==> config.mk <==
export PLATFORM = sky130hd
export DESIGN_NAME = mod461_residue_accum
export DESIGN_NICKNAME = d
export VERILOG_FILES = /design/src/rtl/mod461_pkg.sv /design/src/rtl/mod461_add_reduce.sv /design/src/rtl/mod461_residue_accum.sv
export SDC_FILE = /design/constraint.sdc
export NUM_CORES = 1
export LEC_CHECK = 0
export BUFFER_PORTS_ARGS = -buffer_cell sky130_fd_sc_hd__buf_2
export CAP_MARGIN = 10
export CORE_MARGIN = 2
export CORE_UTILIZATION = 25
export CTS_BUF_LIST = sky130_fd_sc_hd__clkbuf_4 sky130_fd_sc_hd__clkbuf_8
export DETAILED_ROUTE_END_ITERATION = 6
export PLACE_DENSITY = 0.39
export SETUP_SLACK_MARGIN = 0.05
export SLEW_MARGIN = 0
export SYNTH_ARGS = -nofsm -noshare
export SYNTH_HDL_FRONTEND = slang
export SYNTH_HIERARCHICAL = 1
export SYNTH_SLANG_ARGS = --single-unit
export TNS_END_PERCENT = 10
==> constraint.sdc <==
create_clock -name clk -period 4.45 [get_ports clk]
set_clock_uncertainty 0.2 [all_clocks]
set_input_delay 0.445 -clock clk [delete_from_list [all_inputs] [get_ports clk]]
set_output_delay 0.445 -clock clk [all_outputs]
set_load 0.01 [all_outputs]
==> src/rtl/mod461_pkg.sv <==
// Shared constants and types for the mod-461 residue datapath.
package mod461_pkg;

    localparam int MOD_461       = 461;
    localparam int RES_W         = 9;
    localparam int MAX_TERMS_500 = 84;
    localparam int TERM_CNT_W    = 7;

    typedef logic [RES_W-1:0] residue_t;

    typedef enum logic {
        ACC  = 1'b0,
        HOLD = 1'b1
    } state_e;

endpackage

==> src/rtl/mod461_add_reduce.sv <==
// Combinational a + b mod 461 for a < 461 and any 9-bit b (sum <= 971).
// Two conditional subtractions are always enough for that input range.
module mod461_add_reduce
    import mod461_pkg::*;
(
    input  residue_t         a,
    input  logic [RES_W-1:0] b,
    output residue_t         y
);

    localparam logic [RES_W:0] MOD_EXT = (RES_W+1)'(MOD_461);

    logic [RES_W:0] sum;
    logic [RES_W:0] s1;
    logic [RES_W:0] s2;

    always_comb begin
        sum = {1'b0, a} + {1'b0, b};
        s1  = (sum >= MOD_EXT) ? (sum - MOD_EXT) : sum;
        s2  = (s1 >= MOD_EXT) ? (s1 - MOD_EXT) : s1;
        y   = s2[RES_W-1:0];
    end

endmodule

==> src/rtl/mod461_residue_accum.sv <==
// Streams per-chunk partial residues and emits their sum mod 461 per frame.
// Optional macro MOD461_RANGE_CHECK_EN flags frames containing inputs >= MOD.
module mod461_residue_accum
    import mod461_pkg::*;
#(
    parameter int MOD       = MOD_461,
    parameter int W         = RES_W,
    parameter int MAX_TERMS = MAX_TERMS_500,
    parameter int CNT_W     = TERM_CNT_W
) (
    input  logic             clk,
    input  logic             rst_n,
    input  logic             in_valid,
    output logic             in_ready,
    input  logic [W-1:0]     in_data,
    input  logic             in_last,
    output logic             out_valid,
    input  logic             out_ready,
    output logic [W-1:0]     out_data,
    output logic [CNT_W-1:0] out_count,
    output logic             out_err
);

    state_e           state_reg, state_next;
    residue_t         acc_reg, acc_next;
    logic [CNT_W-1:0] cnt_reg, cnt_next;
    logic             err_reg, err_next;
    logic [W-1:0]     out_data_reg, out_data_next;
    logic [CNT_W-1:0] out_count_reg, out_count_next;
    logic             out_err_reg, out_err_next;

    residue_t         red;
    logic             accept;
    logic [CNT_W-1:0] cnt_inc;
    logic             max_hit;
    logic             range_bad;
    logic             beat_err;

    mod461_add_reduce u_add_reduce (
        .a (acc_reg),
        .b (in_data),
        .y (red)
    );

    assign in_ready  = (state_reg == ACC);
    assign out_valid = (state_reg == HOLD);
    assign out_data  = out_data_reg;
    assign out_count = out_count_reg;
    assign out_err   = out_err_reg;

    assign accept  = in_valid & in_ready;
    assign cnt_inc = cnt_reg + CNT_W'(1);
    assign max_hit = (cnt_inc == CNT_W'(MAX_TERMS));

`ifdef MOD461_RANGE_CHECK_EN
    assign range_bad = (in_data >= W'(MOD));
`else
    assign range_bad = 1'b0;
`endif

    // Sticky frame error including this beat's contribution.
    assign beat_err = err_reg | (max_hit & ~in_last) | range_bad;

    always_comb begin
        state_next     = state_reg;
        acc_next       = acc_reg;
        cnt_next       = cnt_reg;
        err_next       = err_reg;
        out_data_next  = out_data_reg;
        out_count_next = out_count_reg;
        out_err_next   = out_err_reg;

        case (state_reg)
            ACC: begin
                if (accept) begin
                    acc_next = red;
                    cnt_next = cnt_inc;
                    err_next = beat_err;
                    if (in_last || max_hit) begin
                        out_data_next  = red;
                        out_count_next = cnt_inc;
                        out_err_next   = beat_err;
                        state_next     = HOLD;
                    end
                end
            end
            HOLD: begin
                if (out_ready) begin
                    acc_next   = '0;
                    cnt_next   = '0;
                    err_next   = 1'b0;
                    state_next = ACC;
                end
            end
            default: state_next = ACC;
        endcase
    end

    always_ff @(posedge clk or negedge rst_n) begin
        if (!rst_n) begin
            state_reg     <= ACC;
            acc_reg       <= '0;
            cnt_reg       <= '0;
            err_reg       <= 1'b0;
            out_data_reg  <= '0;
            out_count_reg <= '0;
            out_err_reg   <= 1'b0;
        end else begin
            state_reg     <= state_next;
            acc_reg       <= acc_next;
            cnt_reg       <= cnt_next;
            err_reg       <= err_next;
            out_data_reg  <= out_data_next;
            out_count_reg <= out_count_next;
            out_err_reg   <= out_err_next;
        end
    end

endmodule

After elaboration in Yosys (flattened, before gate mapping)

Index checks and enable logic that the tools add are counted.

Register bits after elaboration: 35
Input bits: 14

$add $sub $neg: 4
Magnitude comparators: 2
Eq/ne operators: 3
Mux-type cells: 15
Bitwise operators: 5
Reductions and logical operators: 3

Operators with widths:

| operator                                                                 | number |
|---|---|
| 9-bit 2-to-1 mux                                                         | 3 |
| 10-bit by 9-bit >= comparator with 1-bit output (second input constant)  | 2 |
| 9-bit one-hot mux with 2 select lines                                    | 1 |
| 7-bit 2-to-1 mux                                                         | 2 |
| 7-bit one-hot mux with 2 select lines                                    | 1 |
| 9-bit by 9-bit adder with 10-bit output                                  | 1 |
| 10-bit 2-to-1 mux                                                        | 1 |
| 10-bit by 9-bit subtractor with 10-bit output (second input constant)    | 1 |
| 9-bit subtractor (second input constant)                                 | 1 |
| 7-bit by 1-bit adder with 7-bit output (second input constant)           | 1 |
| 7-bit equality test (second input constant)                              | 1 |
| 1-bit 2-to-1 mux                                                         | 5 |
| 1-bit one-hot mux with 2 select lines                                    | 2 |
| 3-bit AND reduction                                                      | 1 |
| 1-bit bitwise AND                                                        | 2 |
| 2-bit by 1-bit inequality test with 1-bit output (second input constant) | 1 |
| 2-bit inequality test (second input constant)                            | 1 |
| 1-bit inverter                                                           | 2 |
| 2-bit AND reduction                                                      | 1 |
| 1-bit logical OR                                                         | 1 |
| 1-bit OR                                                                 | 1 |

Longest topological paths before layout

Gate-level depths: netlist (run 1).

Depth after elaboration: 7
Depth in mapped cells: 14
Mapped depth without buffers: 14

Modules after synthesis

The synthesis (run 1) kept the hierarchy.

By module, submodules not included:

| module               | instances | cells each | area an instance (um2) | seq. area each (um2) |
|---|---|---|---|---|
| mod461_residue_accum | 1         | 111        | 1,503.9                | 875.8 |
| mod461_add_reduce    | 1         | 157        | 1,151.1                | 0.0 |

Worst setup path before layout (run 1)

OpenSTA, ideal clock, no wires.

Kind: in2reg
Start: input port in_data[0]
End: register out_data_reg[3] (netlist: out_data[3])
Arrival: 3.638 ns
Slack: 0.487 ns
Stages: 14
Path buffers: 0
Path through: ha_1 fa_1 inv_1 ha_1 nor2_1 or4b_1 and2_1 a2111oi_0 o22ai_1 a22o_4 o211a_4 o2111ai_1 o211ai_1 mux2_2

Word-level cells in the longest chain between the ends: 5
Elaborated cells between the ends (all ways): 7

Ends and longest elaborated chain:

| what                                                                                                             | line                        | RTL |
|---|---|---|
| start: declaration                                                                                               | mod461_residue_accum.sv:15  | `input logic [W-1:0] in_data,` |
| 9-bit by 9-bit adder with 10-bit output *                                                                        | mod461_add_reduce.sv:18     | `sum = {1'b0, a} + {1'b0, b};` |
| 10-bit by 9-bit subtractor with 10-bit output or 10-bit by 9-bit >= comparator with 1-bit output (tied branches) | mod461_add_reduce.sv:19     | `s1 = (sum >= MOD_EXT) ? (sum - MOD_EXT) : sum;` |
| 10-bit 2-to-1 mux *                                                                                              | mod461_add_reduce.sv:19     |  |
| 9-bit subtractor or 10-bit by 9-bit >= comparator with 1-bit output (tied branches)                              | mod461_add_reduce.sv:20     | `s2 = (s1 >= MOD_EXT) ? (s1 - MOD_EXT) : s1;` |
| 9-bit 2-to-1 mux *                                                                                               | mod461_add_reduce.sv:20     |  |
| via red[3]                                                                                                       | mod461_residue_accum.sv:32  | `residue_t red;` |
| end signal: assignment                                                                                           | mod461_residue_accum.sv:113 | `out_data_reg <= out_data_next;` |
| end: declaration                                                                                                 | mod461_residue_accum.sv:28  | `logic [W-1:0] out_data_reg, out_data_next;` |

The timed path passes the listed nets; every way through them passes the cells marked *.
A chain may end at the register's enable or synchronous reset.

Worst setup path after layout (run 1)

Start: register acc_reg[0]
End: register out_data_reg[6] (netlist: out_data[6])

Word-level cells in the longest chain between the ends: 5
Elaborated cells between the ends (all ways): 7

Ends and longest elaborated chain:

| what                                                                                                             | line                        | RTL |
|---|---|---|
| start: declaration                                                                                               | mod461_residue_accum.sv:25  | `residue_t acc_reg, acc_next;` |
| start signal: assignment                                                                                         | mod461_residue_accum.sv:110 | `acc_reg <= acc_next;` |
| 9-bit by 9-bit adder with 10-bit output *                                                                        | mod461_add_reduce.sv:18     |  |
| 10-bit by 9-bit subtractor with 10-bit output or 10-bit by 9-bit >= comparator with 1-bit output (tied branches) | mod461_add_reduce.sv:19     |  |
| 10-bit 2-to-1 mux *                                                                                              | mod461_add_reduce.sv:19     |  |
| 9-bit subtractor or 10-bit by 9-bit >= comparator with 1-bit output (tied branches)                              | mod461_add_reduce.sv:20     |  |
| 9-bit 2-to-1 mux *                                                                                               | mod461_add_reduce.sv:20     |  |
| via red[6]                                                                                                       | mod461_residue_accum.sv:32  |  |

Marks and branches as above.

==> results of run 1 <==
synth_stat cells, drive strengths merged, types with 4 or more instances:
cell | instances | area [um2]
mux2 | 14 | 184
xnor2 | 13 | 114
ha | 12 | 150
nand3 | 9 | 45.0
dfrtp | 35 | 876
a21oi | 17 | 88.8
clkbuf | 4 | 15.0
nor3 | 6 | 30.0
xor2 | 6 | 52.6
nor2 | 21 | 81.3
a21o | 4 | 31.3
o211a | 4 | 47.6
nand2b | 4 | 32.5
inv | 7 | 26.3
nand2 | 11 | 41.3
o22ai | 4 | 25.0
a211oi | 5 | 47.5
a22o | 12 | 114
o21ai | 15 | 78.8
buf | 7 | 62.6
a31oi | 4 | 25.0
worst max-delay path: stages, from the launching register on:
cell	delay, ns
dfrtp_1	0.40
ha_1	0.24
fa_1	0.48
a211o_1	0.35
a2111oi_2	0.35
nor3_1	0.17
nor4_4	0.36
a21o_1	0.26
mux2i_1	0.27
buf_4	0.17
o211a_4	0.21
o22ai_1	0.11
xnor2_1	0.16
mux2_4	0.26
layout by cell type (no fill, tap or decap), types with 3 or more instances in the layout:
master / netlist / layout
a211o_1: 3 / 3
o211a_1: 3 / 3
xnor2_1: 13 / 13
o211ai_1: 3 / 3
buf_2: 2 / 32
nor2_1: 20 / 20
mux2_2: 7 / 7
o22ai_1: 4 / 4
a31oi_1: 4 / 4
ha_1: 12 / 11
o21ai_0: 13 / 13
dfrtp_1: 35 / 35
clkbuf_8: 0 / 7
and2_1: 3 / 3
a21oi_1: 16 / 16
nor3_1: 6 / 6
buf_4: 2 / 15
inv_1: 7 / 7
nand3_1: 9 / 9
mux2_4: 7 / 7
nor2b_1: 3 / 3
nand2_1: 11 / 11
nand2b_1: 3 / 3
a22o_1: 11 / 11
o21a_1: 3 / 3
a21o_1: 3 / 3
xor2_1: 6 / 6
mux2i_1: 3 / 3
a211oi_1: 3 / 3
cell families (layout without fill, tap and decap cells):
kind of cell | Yosys count | count (layout) | synth area share [%]
compound gates | 94 | 94 | 27.5
xor+xnor | 19 | 19 | 6.27
fa+ha+maj | 13 | 13 | 6.41
buf+inv | 18 | 62 | 3.91
flops | 35 | 35 | 33.0
mux | 17 | 17 | 8.06
simple gates | 72 | 72 | 14.9
final cells by class:
type | instances | area [um2]
clock buffer | 7 | 96.3
multi-input combinational | 215 | 1680
sequential | 35 | 876
timing repair buffer | 47 | 273
clock inverter | 1 | 7.51
tap | 136 | 170
fill | 1075 | 7190
inverter | 7 | 26.3
routing by layer:
layer	vias to the layer above	track usage [%]	routed length [um]
met4	0	2.60	65
met2	43	20.0	3010
met3	6	2.01	233
met5	-	0	0
li1	1112	-	-
met1	1061	18.7	3690
power by group:
| group | switching [W] | leakage, nW | internal [W] |
|---|---|---|---|
| sequential | 0.0000839 | 0.443 | 0.000433 |
| clock | 0.000119 | 0.0505 | 0.000141 |
| combinational | 0.00117 | 0.897 | 0.000938 |
metrics by stage:
stage | instance area, um2 | hold WS, ns | std cells | utilization [%] | power (W)
floorplan | 2660 | -0.0506 | 268 | - | 0.00204
global placement | 3020 | 0.271 | 440 | 29.3 | 0.00263
detailed placement | 3020 | 0.286 | 440 | 29.3 | 0.00261
CTS | 3120 | 0.0686 | 448 | 30.3 | 0.00289
global route | 3130 | 0.0972 | 448 | 30.3 | 0.00317
finish | 3130 | 0.0433 | 448 | 30.3 | 0.00289
final timing paths:
kind | to | slack (ns) | cells after the start
setup / recovery | out_data[6] | 0.33 | 13
hold / removal | out_data[4] | 0.04 | 1
setup reg to reg | out_data[6] | 0.33 | 13
hold reg to reg | out_err | 0.30 | 1
max in group asynchronous | cnt_reg[6] | 3.50 | 1
min in group clk | err_reg | 0.20 | 2
what timing repair did:
item,in CTS,in global routing
gates resized for setup,0,3
setup endpoints to repair,0,13
setup buffers,0,0
==> results.cfg, run 1 <==
[outcome]
outcome = complete, no violations

[global_routing]
grt_pass1_wl_um = 11700
grt_usage_pct = 12.8
grt_pass1_vias = 2219
gr-total-overflow = 0
grt_antenna_before_repair = 0
grt_start_max_net_pins = 36

[worst_hold_path]
hp-class = in -> async

[floorplan]
die_w_um = 107
core_um2 = 10300
io_pins = 33
std_cell_rows = 37
initial_core_util_pct = 25.7
dieArea_um2 = 11500
die_y_um = 107

[critical_path]
critPathArrivalTime_ns = 4.09
worstSetupStartpointType = flop
crit_required_ns = 4.42
worstSetupEndpointType = flop
critPathMaxFanout = 7
path_class = reg -> reg
r2r-start = acc_reg[0]
cp-startpoint = acc_reg[0]

[cts]
cts_hold_buffers = 0
cts_made_buffers = 5
htree_levels = 2
clockRootBuffer = clkbuf_8
cts_sinks = 35
cts_max_path_buffers = 2
path_clk_slew_ns = 0.08
cts_tree = done
clock_latency_ns = 0.29

[timing]
drv_slew = 0
max_slew_margin_pct = 27.3
setup_viol = 0
final.min_clock_period_ns = 4.12
rsz0062_at_grt = false
fmax_ghz = 0.243
setup-tns-final_ns = 0
final_hold_viol_count = 0
fin_crit_sh_pct = 92.5
worst_pin_slew_ns = 1.09
fin_ws_ns = 0.333

[route]
drc = 0
routed_wl_um = 7000
wire_per_inst_um = 15.6
vias_per_cell = 4.96
postRouteAntennaNets = 0
drt_pass1_iterations = 4
vias = 2222
drt-initial-drc-count = 105

[logic_synthesis]
yosys_warnings = 6
synth_cells = 268
syn_nets = 295
synth_cell_types = 69
synth-edff-count = 0
ys.flop_type = dfrtp_1
yosys_register_bits = 35
synthArstFlopShare_pct = 100
synth_area_per_cell_um2 = 9.91
yosysSeqAreaShare_pct = 33.0
synthesis.area_um2 = 2660

[pwr]
leakage_nw = 1.39
power_density_nw_per_um2 = 922
irDropWorstVdd_uv = 216

[cells_and_area]
drive_gt1_share_pct = 28.5
n_antenna_cell = 0
final_net_count = 338
synthToLayoutAreaGrowth_pct = 18.0

[run]
maxCapViolations = 0

[placement]
gp_congestion = 0.776
port_buffers = 32
preCtsSetupSlack_ns = 0.114
dp_hpwl_um = 5410
Note: power is estimated with default switching activity, not from simulation.
==> run 2, diff against run 1 <==
--- a/config.mk
+++ b/config.mk
@@ -11,6 +11,7 @@
 export CORE_UTILIZATION = 25
 export CTS_BUF_LIST = sky130_fd_sc_hd__clkbuf_4 sky130_fd_sc_hd__clkbuf_8
 export DETAILED_ROUTE_END_ITERATION = 6
+export HOLD_SLACK_MARGIN = 0.15
 export PLACE_DENSITY = 0.39
 export SETUP_SLACK_MARGIN = 0.05
 export SLEW_MARGIN = 0
==> run 2 against run 1 <==
Net effect:
- clock-buffer cell count did not move
- sequential power about the same
- setup slack improved by 0.0014 ns
- global-route usage stayed put
- critical endpoint unchanged
- maximum frequency about the same
- critical path type unchanged
- utilization increased by 0.097 points
- combinational power barely moved
- sequential share of layout area is 0.089 points lower
==> results.cfg, run 2 (synthesized netlist as in run 1, its figures left out) <==
[placement]
port_buffers = 32
preCtsSetupSlack_ns = 0.114
dp_hpwl_um = 5410
gp_congestion = 0.776
place_area_um2 = 3020

[route]
postRouteAntennaNets = 0
drc = 0
routed_wl_um = 7000
drt-initial-drc-count = 80
vias = 2230
wire_per_inst_um = 15.6
vias_per_cell = 4.97
drt_pass1_iterations = 4

[cells_and_area]
n_antenna_cell = 0
regArea_um2 = 876
final_net_count = 339
multi_input_area_um2 = 1680
final_core_util_pct = 30.4
nFillCells = 1076
final_common_cell = dfrtp_1
design_area_um2 = 3140
layout_common_cells = dfrtp_1, buf_2, nor2_1, a21oi_1, buf_4
drive_gt1_share_pct = 28.4
synthToLayoutAreaGrowth_pct = 18.4

[timing]
final_hold_viol_count = 0
fmax_ghz = 0.243
worst_pin_slew_ns = 1.10
drv_slew = 0
max_slew_margin_pct = 27.0
fin_crit_sh_pct = 92.5
fin_ws_ns = 0.334
setup-tns-final_ns = 0
setup_viol = 0
final.min_clock_period_ns = 4.12
rsz0062_at_grt = false

[critical_path]
critPathMaxFanout = 7
rr_worst_depth = 13
worstSetupStartpointType = flop
crit_required_ns = 4.42
critPathTopFamily = compound AO/OA/AOI/OAI gates
path_class = reg -> reg
reg2reg_slack_ns = 0.33
r2r-start = acc_reg[0]
crit_chain = ha_1 > fa_1 > a211o_1 > a2111oi_2 > nor3_1 > nor4_4 > a21o_1 > mux2i_1 > buf_4 > o211a_4 > o22ai_1 > xnor2_1 > mux2_4
cpPeakStageDelay_ns = 0.48
reg2reg_to = out_data[6]
critPathArrivalTime_ns = 4.08
cp_num_buf_inv = 1
worstSetupEndpointType = flop
slowest_stage = fa_1
cp_num_cells = 13

[pwr]
power_density_nw_per_um2 = 920
p_switching_w = 0.00138
sw_frac_of_total_pct = 47.7
combPwrFrac_pct = 73.1
intPower_w = 0.00151
power_w = 0.00289
clkPwrFrac_pct = 9.0
irDropWorstVdd_uv = 216
pwr-share-seq_pct = 17.9
leakage_nw = 1.39

[cts]
cts_tree = done
cts_made_buffers = 5
cts_sinks = 35
postCtsSetupBuffers = 0
htree_levels = 2
clockRootBuffer = clkbuf_8
clock_latency_ns = 0.29
path_clk_slew_ns = 0.07
cts_max_path_buffers = 2

[floorplan]
std_cell_rows = 37
initial_core_util_pct = 25.7
core_um2 = 10300
io_pins = 33
die_w_um = 107
die_y_um = 107
dieArea_um2 = 11500

[worst_hold_path]
min_from = in_last
hp-class = in -> reg
hold_depth = 2
min_to = err_reg

[global_routing]
grt_antenna_before_repair = 0
grt_pass1_wl_um = 11700
grt_pass1_vias = 2219
grt_start_max_net_pins = 36
grt_usage_pct = 12.8
gr-total-overflow = 0

[outcome]
outcome = complete, no violations

[run]
maxCapViolations = 0
-- run 2: changes by cell type in the layout (fill, tap and decap cells not counted), sizes merged --
cell         delta
dlygate4sd3     +1
-- run 2: power by group through the flow --
stage	Sequential, W	Clock (W)	Combinational (W)
2_1_floorplan	0.000529	0	0.00151
3_3_place_gp	0.000529	0	0.00210
3_5_place_dp	0.000527	0	0.00208
4_1_cts	0.000522	0.000270	0.00210
5_1_grt	0.000539	0.000286	0.00234
6_report	0.000517	0.000260	0.00211
-- run 2: worst max path at each step --
stage                           from     endpoint  slack (ns)
after floorplan           in_data[0]  out_data[3]        0.49
after global placement    in_data[0]  out_data[3]        0.16
after detailed placement  in_data[0]  out_data[3]        0.11
after CTS                 acc_reg[0]  out_data[3]        0.22
after global routing      acc_reg[0]  out_data[3]        0.08
final                     acc_reg[0]  out_data[6]        0.33
-- run 2: metal layers --
layer  track usage, %  part of all wire [%]  up-vias
met4             2.60                  0.79        0
li1                 -                     -     1114
met5                0                     0        -
met1             18.7                    53     1066
met2             20.0                    43       46
met3             2.01                   3.3        4
-- run 2: what timing repair did --
| action | 4_1_cts | 5_1_grt |
|---|---|---|
| resized for setup | 0 | 3 |
| setup endpoints to repair | 0 | 13 |
| endpoints found under the hold margin | 35 | 0 |
| hold buffers | 1 | 0 |
-- run 2: layout make-up --
| class | count | area share, % |
|---|---|---|
| multi-input combinational | 215 | 53.6 |
| tap | 136 | 5.41 |
| clock inverter | 1 | 0.239 |
| inverter | 7 | 0.836 |
| clock buffer | 7 | 3.07 |
| sequential | 35 | 27.9 |
| timing repair buffer | 48 | 9.00 |
-- run 2: per-stage QoR --
stage | hold WS, ns | instances
4_1_cts | 0.193 | 449
6_report | 0.197 | 449
3_3_place_gp | 0.271 | 440
2_1_floorplan | -0.0506 | 268
5_1_grt | 0.196 | 449
3_5_place_dp | 0.286 | 440
==> run 3, diff against run 2 <==
==> constraint.sdc (replaced) <==
create_clock -name clk -period 4.8 [get_ports clk]
set_clock_uncertainty 0.2 [all_clocks]
set_input_delay 0.48 -clock clk [delete_from_list [all_inputs] [get_ports clk]]
set_output_delay 0.48 -clock clk [all_outputs]
set_load 0.01 [all_outputs]
==> run 3 against run 2 <==
Net effect:
- maximum frequency fell by 5.6%
- routed wire length fell by 1.6%
- via count fell by 0.94%
- sequential power is 7.2% lower
- clock-buffer cell count did not move
- hold slack gained 0.024 ns
- combinational power is 13% lower
- final cell count down 2.2%
- utilization shrank 0.96 points
- register-to-register slack improved by 0.10 ns
- non-clock buffer count fell by 10
- setup slack better by 0.10 ns
==> results.cfg, run 3 (synthesized netlist as in run 1, its figures left out) <==
[pwr]
irDropWorstVdd_uv = 278
pwr-share-seq_pct = 19.0
combPwrFrac_pct = 72.3
sw_frac_of_total_pct = 48.8
p_switching_w = 0.00124
power_density_nw_per_um2 = 831
clkPwrFrac_pct = 8.7
leakage_nw = 1.35
intPower_w = 0.00129

[cts]
cts_tree = done
cts_made_buffers = 5
clock_latency_ns = 0.29
cts_max_path_buffers = 2
clockRootBuffer = clkbuf_8
cts_sinks = 35
path_clk_slew_ns = 0.07
postCtsSetupBuffers = 0
htree_levels = 2

[route]
wire_per_inst_um = 15.7
drt-initial-drc-count = 90
vias_per_cell = 5.03
drt_pass1_iterations = 4
routed_wl_um = 6890
postRouteAntennaNets = 0
vias = 2209
drc = 0

[timing]
final_hold_viol_count = 0
rsz0062_at_grt = false
setup-tns-final_ns = 0
hold_slack_ns = 0.221
setup_viol = 0
drv_slew = 0
fmax_ghz = 0.229
final.min_clock_period_ns = 4.36
max_slew_margin_pct = 26.5
fin_crit_sh_pct = 90.9
worst_pin_slew_ns = 1.10

[floorplan]
io_pins = 33
dieArea_um2 = 11500
std_cell_rows = 37
initial_core_util_pct = 25.7
die_y_um = 107
core_um2 = 10300
die_w_um = 107

[critical_path]
worstSetupEndpointType = flop
cpPeakStageDelay_ns = 0.56
slowest_stage = fa_1
reg2reg_to = out_data[3]
reg2reg_slack_ns = 0.44
critPathArrivalTime_ns = 4.33
crit_chain = ha_1 > fa_1 > inv_1 > ha_1 > nor2_1 > or4b_1 > and2_1 > a2111oi_0 > o22ai_1 > a22o_4 > o211a_4 > o2111ai_1 > o211ai_1 > mux2_2
worstSetupStartpointType = flop
r2r-start = acc_reg[0]
path_class = reg -> reg
crit_required_ns = 4.77
critPathMaxFanout = 7
rr_worst_depth = 14
worst_path_most_repeated_cell = ha_1

[global_routing]
grt_antenna_before_repair = 0
grt_pass1_vias = 2185
gr-total-overflow = 0
grt_start_max_net_pins = 36
grt_pass1_wl_um = 11800
grt_usage_pct = 12.9

[cells_and_area]
drive_gt1_share_pct = 25.4
synthToLayoutAreaGrowth_pct = 14.7
instances_no_fill = 439
n_antenna_cell = 0
final_common_cell = dfrtp_1
layout_common_cells = dfrtp_1, buf_2, nor2_1, a21oi_1
final_net_count = 329
design_area_um2 = 3040

[placement]
place_inst = 430
dp_hpwl_um = 5320
gp_congestion = 0.794
place_area_um2 = 2950
port_buffers = 32

[worst_hold_path]
min_from = in_last
min_to = err_reg
hp-class = in -> reg
hold_depth = 2

[run]
maxCapViolations = 0

[outcome]
outcome = complete, no violations
[run 3: timing repair]
| action | in CTS | in global routing |
|---|---|---|
| hold buffers | 1 | 0 |
| resized for setup | 0 | 0 |
| endpoints found under the hold margin | 35 | 0 |
[run 3: cell type report]
cell class,count,area [um2]
sequential,35,876
clock buffer,7,83.8
timing repair buffer,38,208
inverter,7,26.3
clock inverter,1,5.00
multi-input combinational,215,1680
tap,136,170
fill,1109,7280
[run 3: power by group through the flow]
stage / Clock, W / Combinational, W / Sequential [W]
2_1_floorplan: 0 / 0.00140 / 0.000490
3_3_place_gp: 0 / 0.00184 / 0.000489
3_5_place_dp: 0 / 0.00183 / 0.000488
4_1_cts: 0.000230 / 0.00183 / 0.000484
5_1_grt: 0.000249 / 0.00204 / 0.000498
6_report: 0.000220 / 0.00183 / 0.000480
[run 3: how the worst max path moves through the flow]
stage,from,to,cells after the start
floorplan,in_data[0],out_data[3],14
global placement,in_data[0],out_data[1],15
detailed placement,in_data[0],out_data[3],15
CTS,acc_reg[0],out_data[3],14
global route,acc_reg[0],out_data[1],14
finish,acc_reg[0],out_data[3],14
[run 3: worst max-delay path: cells and delay by family, from the launching register on]
family	cells	cell delay [ns]
AOI/OAI and AO/OA	6	1.43
adders and majority gates	3	1.08
and+or+nand+nor	3	0.73
DFF	1	0.40
muxes	1	0.29
buffers and inverters	1	0.10
[run 3: metal layers]
| metal | track usage, % | vias up | share of wire (%) |
|---|---|---|---|
| met4 | 3.34 | 0 | 1.3 |
| li1 | - | 1093 | - |
| met3 | 2.25 | 7 | 2.4 |
| met1 | 18.4 | 1069 | 51 |
| met2 | 20.0 | 40 | 45 |
| met5 | 0 | - | 0 |
[run 3: stage by stage]
step / setup slack, ns / total power [W] / util (%)
after floorplan: 0.802 / 0.00189 / -
after global placement: 0.382 / 0.00233 / 28.5
after detailed placement: 0.285 / 0.00231 / 28.5
after CTS: 0.439 / 0.00255 / 29.5
after global routing: 0.140 / 0.00279 / 29.5
final: 0.439 / 0.00253 / 29.5
